### config.mk
export PLATFORM = sky130hd
export DESIGN_NAME = alu_sequencer_flat
export DESIGN_NICKNAME = d
export VERILOG_FILES = /design/src/rtl/alu_sequencer_pkg.sv /design/src/rtl/alu_sequencer_if.sv /design/src/rtl/seq_regfile.sv /design/src/rtl/alu_sequencer.sv /design/src/flat_wrapper.sv
export SDC_FILE = /design/constraint.sdc
export NUM_CORES = 1
export LEC_CHECK = 0
export ABC_CLOCK_PERIOD_IN_PS = 2250
export CAP_MARGIN = 20
export CORE_AREA = 8 8 128 130
export CTS_BUF_LIST = sky130_fd_sc_hd__clkbuf_16
export DETAILED_ROUTE_END_ITERATION = 8
export DIE_AREA = 0 0 136 138
export GPL_ROUTABILITY_DRIVEN = 0
export PLACE_DENSITY = 0.44
export SYNTH_ARGS = -nofsm -noshare
export SYNTH_HDL_FRONTEND = slang
export SYNTH_SLANG_ARGS = --single-unit
export TNS_END_PERCENT = 1
### constraint.sdc
create_clock -name clk -period 2.25 [get_ports clk]
set_input_delay 0.3375 -clock clk [delete_from_list [all_inputs] [get_ports clk]]
set_output_delay 0.3375 -clock clk [all_outputs]
set_load 0.01 [all_outputs]
### src/rtl/alu_sequencer_pkg.sv
// Shared definitions for the ALU sequencer: field layout, opcodes and FSM states.
package alu_sequencer_pkg;

    localparam int unsigned DataW    = 8;
    localparam int unsigned AddrW    = 8;
    localparam int unsigned InstrW   = 16;
    localparam int unsigned NumRegs  = 4;
    localparam int unsigned RegAddrW = 2;
    localparam int unsigned AluSW    = 2;

    // IR field positions: op[15:12], rd[11:10], rs[9:8], imm[7:0]
    localparam int unsigned OpMsb  = 15;
    localparam int unsigned OpLsb  = 12;
    localparam int unsigned RdMsb  = 11;
    localparam int unsigned RdLsb  = 10;
    localparam int unsigned RsMsb  = 9;
    localparam int unsigned RsLsb  = 8;
    localparam int unsigned ImmMsb = 7;
    localparam int unsigned ImmLsb = 0;

    localparam logic [3:0] OpNop  = 4'd0;
    localparam logic [3:0] OpAlu  = 4'd1;
    localparam logic [3:0] OpLdi  = 4'd2;
    localparam logic [3:0] OpJmp  = 4'd3;
    localparam logic [3:0] OpJz   = 4'd4;
    localparam logic [3:0] OpJnz  = 4'd5;
    localparam logic [3:0] OpIn   = 4'd6;
    localparam logic [3:0] OpOut  = 4'd7;
    localparam logic [3:0] OpHalt = 4'd8;

    typedef enum logic [2:0] {
        StIdle,
        StFetch,
        StLoad,
        StExec,
        StWaitIn,
        StWaitOut,
        StHalt
    } state_e;

endpackage

### src/rtl/alu_sequencer_if.sv
// Bundle of program-memory, ALU, byte-stream and status signals around the sequencer.
interface alu_sequencer_if;
    import alu_sequencer_pkg::*;

    logic                start;
    logic [AddrW-1:0]    imem_addr;
    logic [InstrW-1:0]   imem_data;
    logic [DataW-1:0]    alu_a;
    logic [DataW-1:0]    alu_b;
    logic [AluSW-1:0]    alu_s;
    logic [DataW-1:0]    alu_c;
    logic                alu_z;
    logic [DataW-1:0]    in_data;
    logic                in_valid;
    logic                in_ready;
    logic [DataW-1:0]    out_data;
    logic                out_valid;
    logic                out_ready;
    logic                busy;
    logic                halted;
    logic                zflag;

    // Sequencer side
    modport master (
        input  start, imem_data, alu_c, alu_z, in_data, in_valid, out_ready,
        output imem_addr, alu_a, alu_b, alu_s, in_ready, out_data, out_valid,
        output busy, halted, zflag
    );

    // Environment side: program ROM, ALU, byte source/sink
    modport slave (
        output start, imem_data, alu_c, alu_z, in_data, in_valid, out_ready,
        input  imem_addr, alu_a, alu_b, alu_s, in_ready, out_data, out_valid,
        input  busy, halted, zflag
    );

endinterface

### src/rtl/seq_regfile.sv
// 4x8 register file: two combinational read ports, one synchronous write port.
module seq_regfile
    import alu_sequencer_pkg::*;
(
    input  logic                clk_i,
    input  logic                rst_ni,
    input  logic [RegAddrW-1:0] raddr_a_i,
    output logic [DataW-1:0]    rdata_a_o,
    input  logic [RegAddrW-1:0] raddr_b_i,
    output logic [DataW-1:0]    rdata_b_o,
    input  logic                we_i,
    input  logic [RegAddrW-1:0] waddr_i,
    input  logic [DataW-1:0]    wdata_i
);

    logic [NumRegs-1:0][DataW-1:0] regs_q, regs_d;

    assign rdata_a_o = regs_q[raddr_a_i];
    assign rdata_b_o = regs_q[raddr_b_i];

    // Next register contents: single write port
    always_comb begin
        regs_d = regs_q;
        if (we_i) begin
            regs_d[waddr_i] = wdata_i;
        end
    end

    // Storage with synchronous clear that overrides any pending write
    always_ff @(posedge clk_i) begin
        if (!rst_ni) begin
            regs_q <= '0;
        end else begin
            regs_q <= regs_d;
        end
    end

endmodule

### src/rtl/alu_sequencer.sv
// Micro-sequencer: fetches 16-bit instructions, drives an external ALU and moves bytes
// between an inbound and an outbound valid/ready stream.
module alu_sequencer
    import alu_sequencer_pkg::*;
(
    input  logic            clk,
    input  logic            rst_n,
    alu_sequencer_if.master bus
);

    state_e              state_q, state_d;
    logic [AddrW-1:0]    pc_q, pc_d;
    logic [InstrW-1:0]   ir_q, ir_d;
    logic                zflag_q, zflag_d;
    logic [DataW-1:0]    out_data_q, out_data_d;

    logic [3:0]          op;
    logic [RegAddrW-1:0] rd, rs;
    logic [DataW-1:0]    imm;
    logic                rf_we;
    logic [DataW-1:0]    rf_wdata;
    logic [DataW-1:0]    rdata_a, rdata_b;

    assign op  = ir_q[OpMsb:OpLsb];
    assign rd  = ir_q[RdMsb:RdLsb];
    assign rs  = ir_q[RsMsb:RsLsb];
    assign imm = ir_q[ImmMsb:ImmLsb];

    seq_regfile u_regfile (
        .clk_i     (clk),
        .rst_ni    (rst_n),
        .raddr_a_i (rs),
        .rdata_a_o (rdata_a),
        .raddr_b_i (rd),
        .rdata_b_o (rdata_b),
        .we_i      (rf_we),
        .waddr_i   (rd),
        .wdata_i   (rf_wdata)
    );

    assign bus.imem_addr = pc_q;
    assign bus.alu_a     = rdata_a;
    assign bus.alu_b     = rdata_b;
    assign bus.alu_s     = ir_q[AluSW-1:0];
    assign bus.in_ready  = (state_q == StWaitIn);
    assign bus.out_valid = (state_q == StWaitOut);
    assign bus.out_data  = out_data_q;
    assign bus.busy      = (state_q != StIdle) && (state_q != StHalt);
    assign bus.halted    = (state_q == StHalt);
    assign bus.zflag     = zflag_q;

    // Next-state, PC, IR, flag and register-write decode
    always_comb begin
        state_d    = state_q;
        pc_d       = pc_q;
        ir_d       = ir_q;
        zflag_d    = zflag_q;
        out_data_d = out_data_q;
        rf_we      = 1'b0;
        rf_wdata   = imm;

        unique case (state_q)
            StIdle, StHalt: begin
                if (bus.start) begin
                    state_d = StFetch;
                    pc_d    = '0;
                end
            end
            StFetch: state_d = StLoad;
            StLoad: begin
                ir_d    = bus.imem_data;
                state_d = StExec;
            end
            StExec: begin
                state_d = StFetch;
                pc_d    = pc_q + 8'd1;  // wraps 255 -> 0
                case (op)
                    OpAlu: begin
                        rf_we    = 1'b1;
                        rf_wdata = bus.alu_c;
                        zflag_d  = bus.alu_z;
                    end
                    OpLdi: rf_we = 1'b1;
                    OpJmp: pc_d = imm;
                    OpJz:  if (zflag_q) pc_d = imm;
                    OpJnz: if (!zflag_q) pc_d = imm;
                    OpIn:  state_d = StWaitIn;
                    OpOut: begin
                        out_data_d = rdata_a;
                        state_d    = StWaitOut;
                    end
                    OpHalt: state_d = StHalt;
                    default: ;  // NOP and unused opcodes
                endcase
            end
            StWaitIn: begin
                if (bus.in_valid) begin
                    rf_we    = 1'b1;
                    rf_wdata = bus.in_data;
                    state_d  = StFetch;
                end
            end
            StWaitOut: begin
                if (bus.out_ready) begin
                    state_d = StFetch;
                end
            end
            default: state_d = StIdle;
        endcase
    end

    // State registers with synchronous active-low reset
    always_ff @(posedge clk) begin
        if (!rst_n) begin
            state_q    <= StIdle;
            pc_q       <= '0;
            ir_q       <= '0;
            zflag_q    <= 1'b0;
            out_data_q <= '0;
        end else begin
            state_q    <= state_d;
            pc_q       <= pc_d;
            ir_q       <= ir_d;
            zflag_q    <= zflag_d;
            out_data_q <= out_data_d;
        end
    end

endmodule

### src/flat_wrapper.sv
// flat-port wrapper written by rule: the top's interface ports become plain ports
module alu_sequencer_flat import alu_sequencer_pkg::*;
  (clk, rst_n, bus_start, bus_imem_data, bus_alu_c, bus_alu_z, bus_in_data, bus_in_valid, bus_out_ready, bus_imem_addr, bus_alu_a, bus_alu_b, bus_alu_s, bus_in_ready, bus_out_data, bus_out_valid, bus_busy, bus_halted, bus_zflag);
  alu_sequencer_if bus_i ();
  input  logic clk;
  input  logic rst_n;
  input wire logic [$bits(bus_i.start)-1:0] bus_start;
  input wire logic [$bits(bus_i.imem_data)-1:0] bus_imem_data;
  input wire logic [$bits(bus_i.alu_c)-1:0] bus_alu_c;
  input wire logic [$bits(bus_i.alu_z)-1:0] bus_alu_z;
  input wire logic [$bits(bus_i.in_data)-1:0] bus_in_data;
  input wire logic [$bits(bus_i.in_valid)-1:0] bus_in_valid;
  input wire logic [$bits(bus_i.out_ready)-1:0] bus_out_ready;
  output wire logic [$bits(bus_i.imem_addr)-1:0] bus_imem_addr;
  output wire logic [$bits(bus_i.alu_a)-1:0] bus_alu_a;
  output wire logic [$bits(bus_i.alu_b)-1:0] bus_alu_b;
  output wire logic [$bits(bus_i.alu_s)-1:0] bus_alu_s;
  output wire logic [$bits(bus_i.in_ready)-1:0] bus_in_ready;
  output wire logic [$bits(bus_i.out_data)-1:0] bus_out_data;
  output wire logic [$bits(bus_i.out_valid)-1:0] bus_out_valid;
  output wire logic [$bits(bus_i.busy)-1:0] bus_busy;
  output wire logic [$bits(bus_i.halted)-1:0] bus_halted;
  output wire logic [$bits(bus_i.zflag)-1:0] bus_zflag;
  assign bus_i.start = bus_start;
  assign bus_i.imem_data = bus_imem_data;
  assign bus_i.alu_c = bus_alu_c;
  assign bus_i.alu_z = bus_alu_z;
  assign bus_i.in_data = bus_in_data;
  assign bus_i.in_valid = bus_in_valid;
  assign bus_i.out_ready = bus_out_ready;
  assign bus_imem_addr = bus_i.imem_addr;
  assign bus_alu_a = bus_i.alu_a;
  assign bus_alu_b = bus_i.alu_b;
  assign bus_alu_s = bus_i.alu_s;
  assign bus_in_ready = bus_i.in_ready;
  assign bus_out_data = bus_i.out_data;
  assign bus_out_valid = bus_i.out_valid;
  assign bus_busy = bus_i.busy;
  assign bus_halted = bus_i.halted;
  assign bus_zflag = bus_i.zflag;
  alu_sequencer u_core (.clk(clk), .rst_n(rst_n), .bus(bus_i));
endmodule
==> reports/results.ini <==
[grt]
grt-ovfl-total=0
grt_pass1_vias=3130
antenna_found_initial=0
globalRouteTotalUtil_pct=11.51
grt_max_degree=50
grt_pass1_wl_um=17130

[clock_network]
root_buffer=clkbuf_16
post-cts-setup-buffers=0
clk_pin_slew_ps=60
ctsHoldBuffers=0
cts_tree=built
clock_path_buffers=2
insertion_delay_ps=330
cts-htree-levels=3
numCtsBuffers=9
clkSinkCount=68

[critical_path]
cp_max_fo=8
path_cells=buf_6 > mux4_2 > clkdlybuf4s50_1
worstSetupEndpointType=output port
arrival_ps=1850
startpoint=u_core.ir_q[11]$_SDFFE_PN0N_
crit_type=register to output port
r2r_start=u_core.state_q[1]$_SDFFE_PN0P_
worst_path_largest_cell_delay_ps=510
crit_required_ps=1910
start_kind=register
crit_path_top_delay_cell=mux4_2
r2r_cells=5

[pwr]
p_per_area_nw_per_um2=649.3
leakage_uw=0.001868
power.total_uw=3170
peakVddDrop_uv=294.0

[sta]
finalHoldViolCount=0
finalSetupViolations=0
min_period_ps=2183
slew_violations=0
worst_slew_pin_slew_ps=582.2
rsz0062_at_grt=false
maxSlewHeadroom_pct=61.15
max_freq_ghz=0.4581
finClkSkew_ps=6.664
finalCritPeriodShare_pct=97.02
whs_ps=400.4

[die]
num_rows=44
fp.dieW_um=136
initial_core_util_pct=24.70
ios=77
dieArea_um2=18770
fp.dieH_um=138
core_um2=14310

[route]
drtAntennaViolNets=0
vias=3079
via_per_inst=4.841
drc=0
drtIter0Drc=124
firstDrtPassIters=4
wire_per_inst_um=16.76
wl_um=10660

[finish]
layout_commonest_cell=dfxtp_1
antenna_cells=0
drive_gt1_share_pct=18.36
final_cell_mix=65 x dfxtp_1, 61 x clkdlybuf4s50_1, 48 x nand2_1, 33 x a21oi_1, 32 x o21ai_0
area_growth_syn_to_layout_pct=38.07
fin_util_pct=34.11
fin_nets=486
fillers=1502

[synthesis]
synth_seq_cells=68
yosysWarnings=0
synth.avg_cell_area_um2=9.531
synthCells=371
synth_enable_flop_cells=0
synthesis.area_um2=3536
yosysSeqAreaShare_pct=38.50
synth.distinct_cells=54
async_flop_share_pct=0
ys.flop_type=dfxtp_1
syn_nets=410

[hold_path]
worstHoldStart=rst_n
worstHoldPathCells=3
hold_class=primary input to register

[placement]
dpl.hpwl_um=7951
port_buffers=76

[job]
maxCapViolCount=0

[outcome]
outcome=complete, no violations

[Yosys cell counts, drive strengths merged, types with 3 or more instances]
cell / instances / area (µm²)
dfxtp: 68 / 1361
nand2: 48 / 180.2
a21oi: 45 / 270.3
o21ai: 43 / 230.2
buf: 18 / 127.6
a21boi: 16 / 120.1
mux4: 16 / 360.4
clkbuf: 14 / 52.55
nor2b: 12 / 75.07
mux2i: 10 / 100.1
nor2: 10 / 63.82
a22o: 9 / 78.83
nand2b: 7 / 43.79
nand3: 5 / 25.02
a31oi: 3 / 33.78
and3: 3 / 18.77
inv: 3 / 11.26
nor3b: 3 / 45.05
o211ai: 3 / 22.52
o31ai: 3 / 22.52
[routing by layer]
| layer | part of all wire, % | vias to the layer above | global-route usage (%) |
|---|---|---|---|
| met4 | 0.70 | 0 | 2.429 |
| li1 | - | 1510 | - |
| met3 | 7.1 | 8 | 4.348 |
| met2 | 47 | 87 | 18.60 |
| met1 | 45 | 1474 | 14.16 |
| met5 | 0 | - | 0 |
[repair_timing]
action | 4_1_cts | 5_1_grt
gates resized for setup | 8 | 13
hold endpoints to repair | 0 | 0
endpoints found under the setup margin | 15 | 13
[metrics by stage]
step	std cells	setup slack, ps	setup TNS (ps)	cell area [µm²]
2_1_floorplan	371	545.6	0	3536
6_report	636	67.09	0	4882
4_1_cts	636	-14.91	-14.91	4851
3_5_place_dp	620	89.01	0	4512
3_3_place_gp	620	133.6	0	4512
5_1_grt	636	5.526	0	4882
[sequential cells by signal, indices dropped and copies added, names as in the netlist]
signal / cells
u_core.bus.imem_addr: 8
u_core.bus.out_data: 8
u_core.bus.zflag: 1
u_core.ir_q: 16
u_core.state_q: 3
u_core.u_regfile.regs_q: 32
[cell families after synthesis]
logic type / after synthesis / share of synthesized area (%)
AO/OA/AOI/OAI: 133 / 24.88
AND/OR/NAND/NOR: 105 / 17.02
flip-flops: 68 / 38.50
buffers and inverters: 35 / 5.414
multiplexers: 27 / 13.34
XOR/XNOR: 2 / 0.4955
adder cells (fa/ha/maj): 1 / 0.3538
[worst max-delay path, delay by kind of cell (launching register included)]
kind / cells / cell delay [ps]
buffers and inverters: 2 / 670
flip-flops: 1 / 330
multiplexers: 1 / 510
[layout make-up]
type	count	area [µm²]	area share [%]
Tap cell	184	230.2	4.716
Inverter	3	11.26	0.2307
Multi-Input combinational cell	268	1991	40.77
Clock buffer	9	225.2	4.613
Timing Repair Buffer	97	960.9	19.68
Sequential cell	68	1365	27.96
Clock inverter	7	98.84	2.025
[final timing paths]
kind	end	slack (ps)
worst max-delay path	bus_alu_b[5]	70
worst min register to register	u_core.bus.imem_addr[7]$_SDFFE_PN0P_	480
worst min-delay path	u_core.state_q[0]$_SDFFE_PN0P_	400
worst max register to register	u_core.u_regfile.regs_q[29]$_SDFFE_PN0P_	290
[report_power, final]
group	switching, µW	internal, µW
Combinational	176	188
Sequential	39.1	1230
Clock	559	976
Total	773	2400
Power figures use the tool's default switching activity.
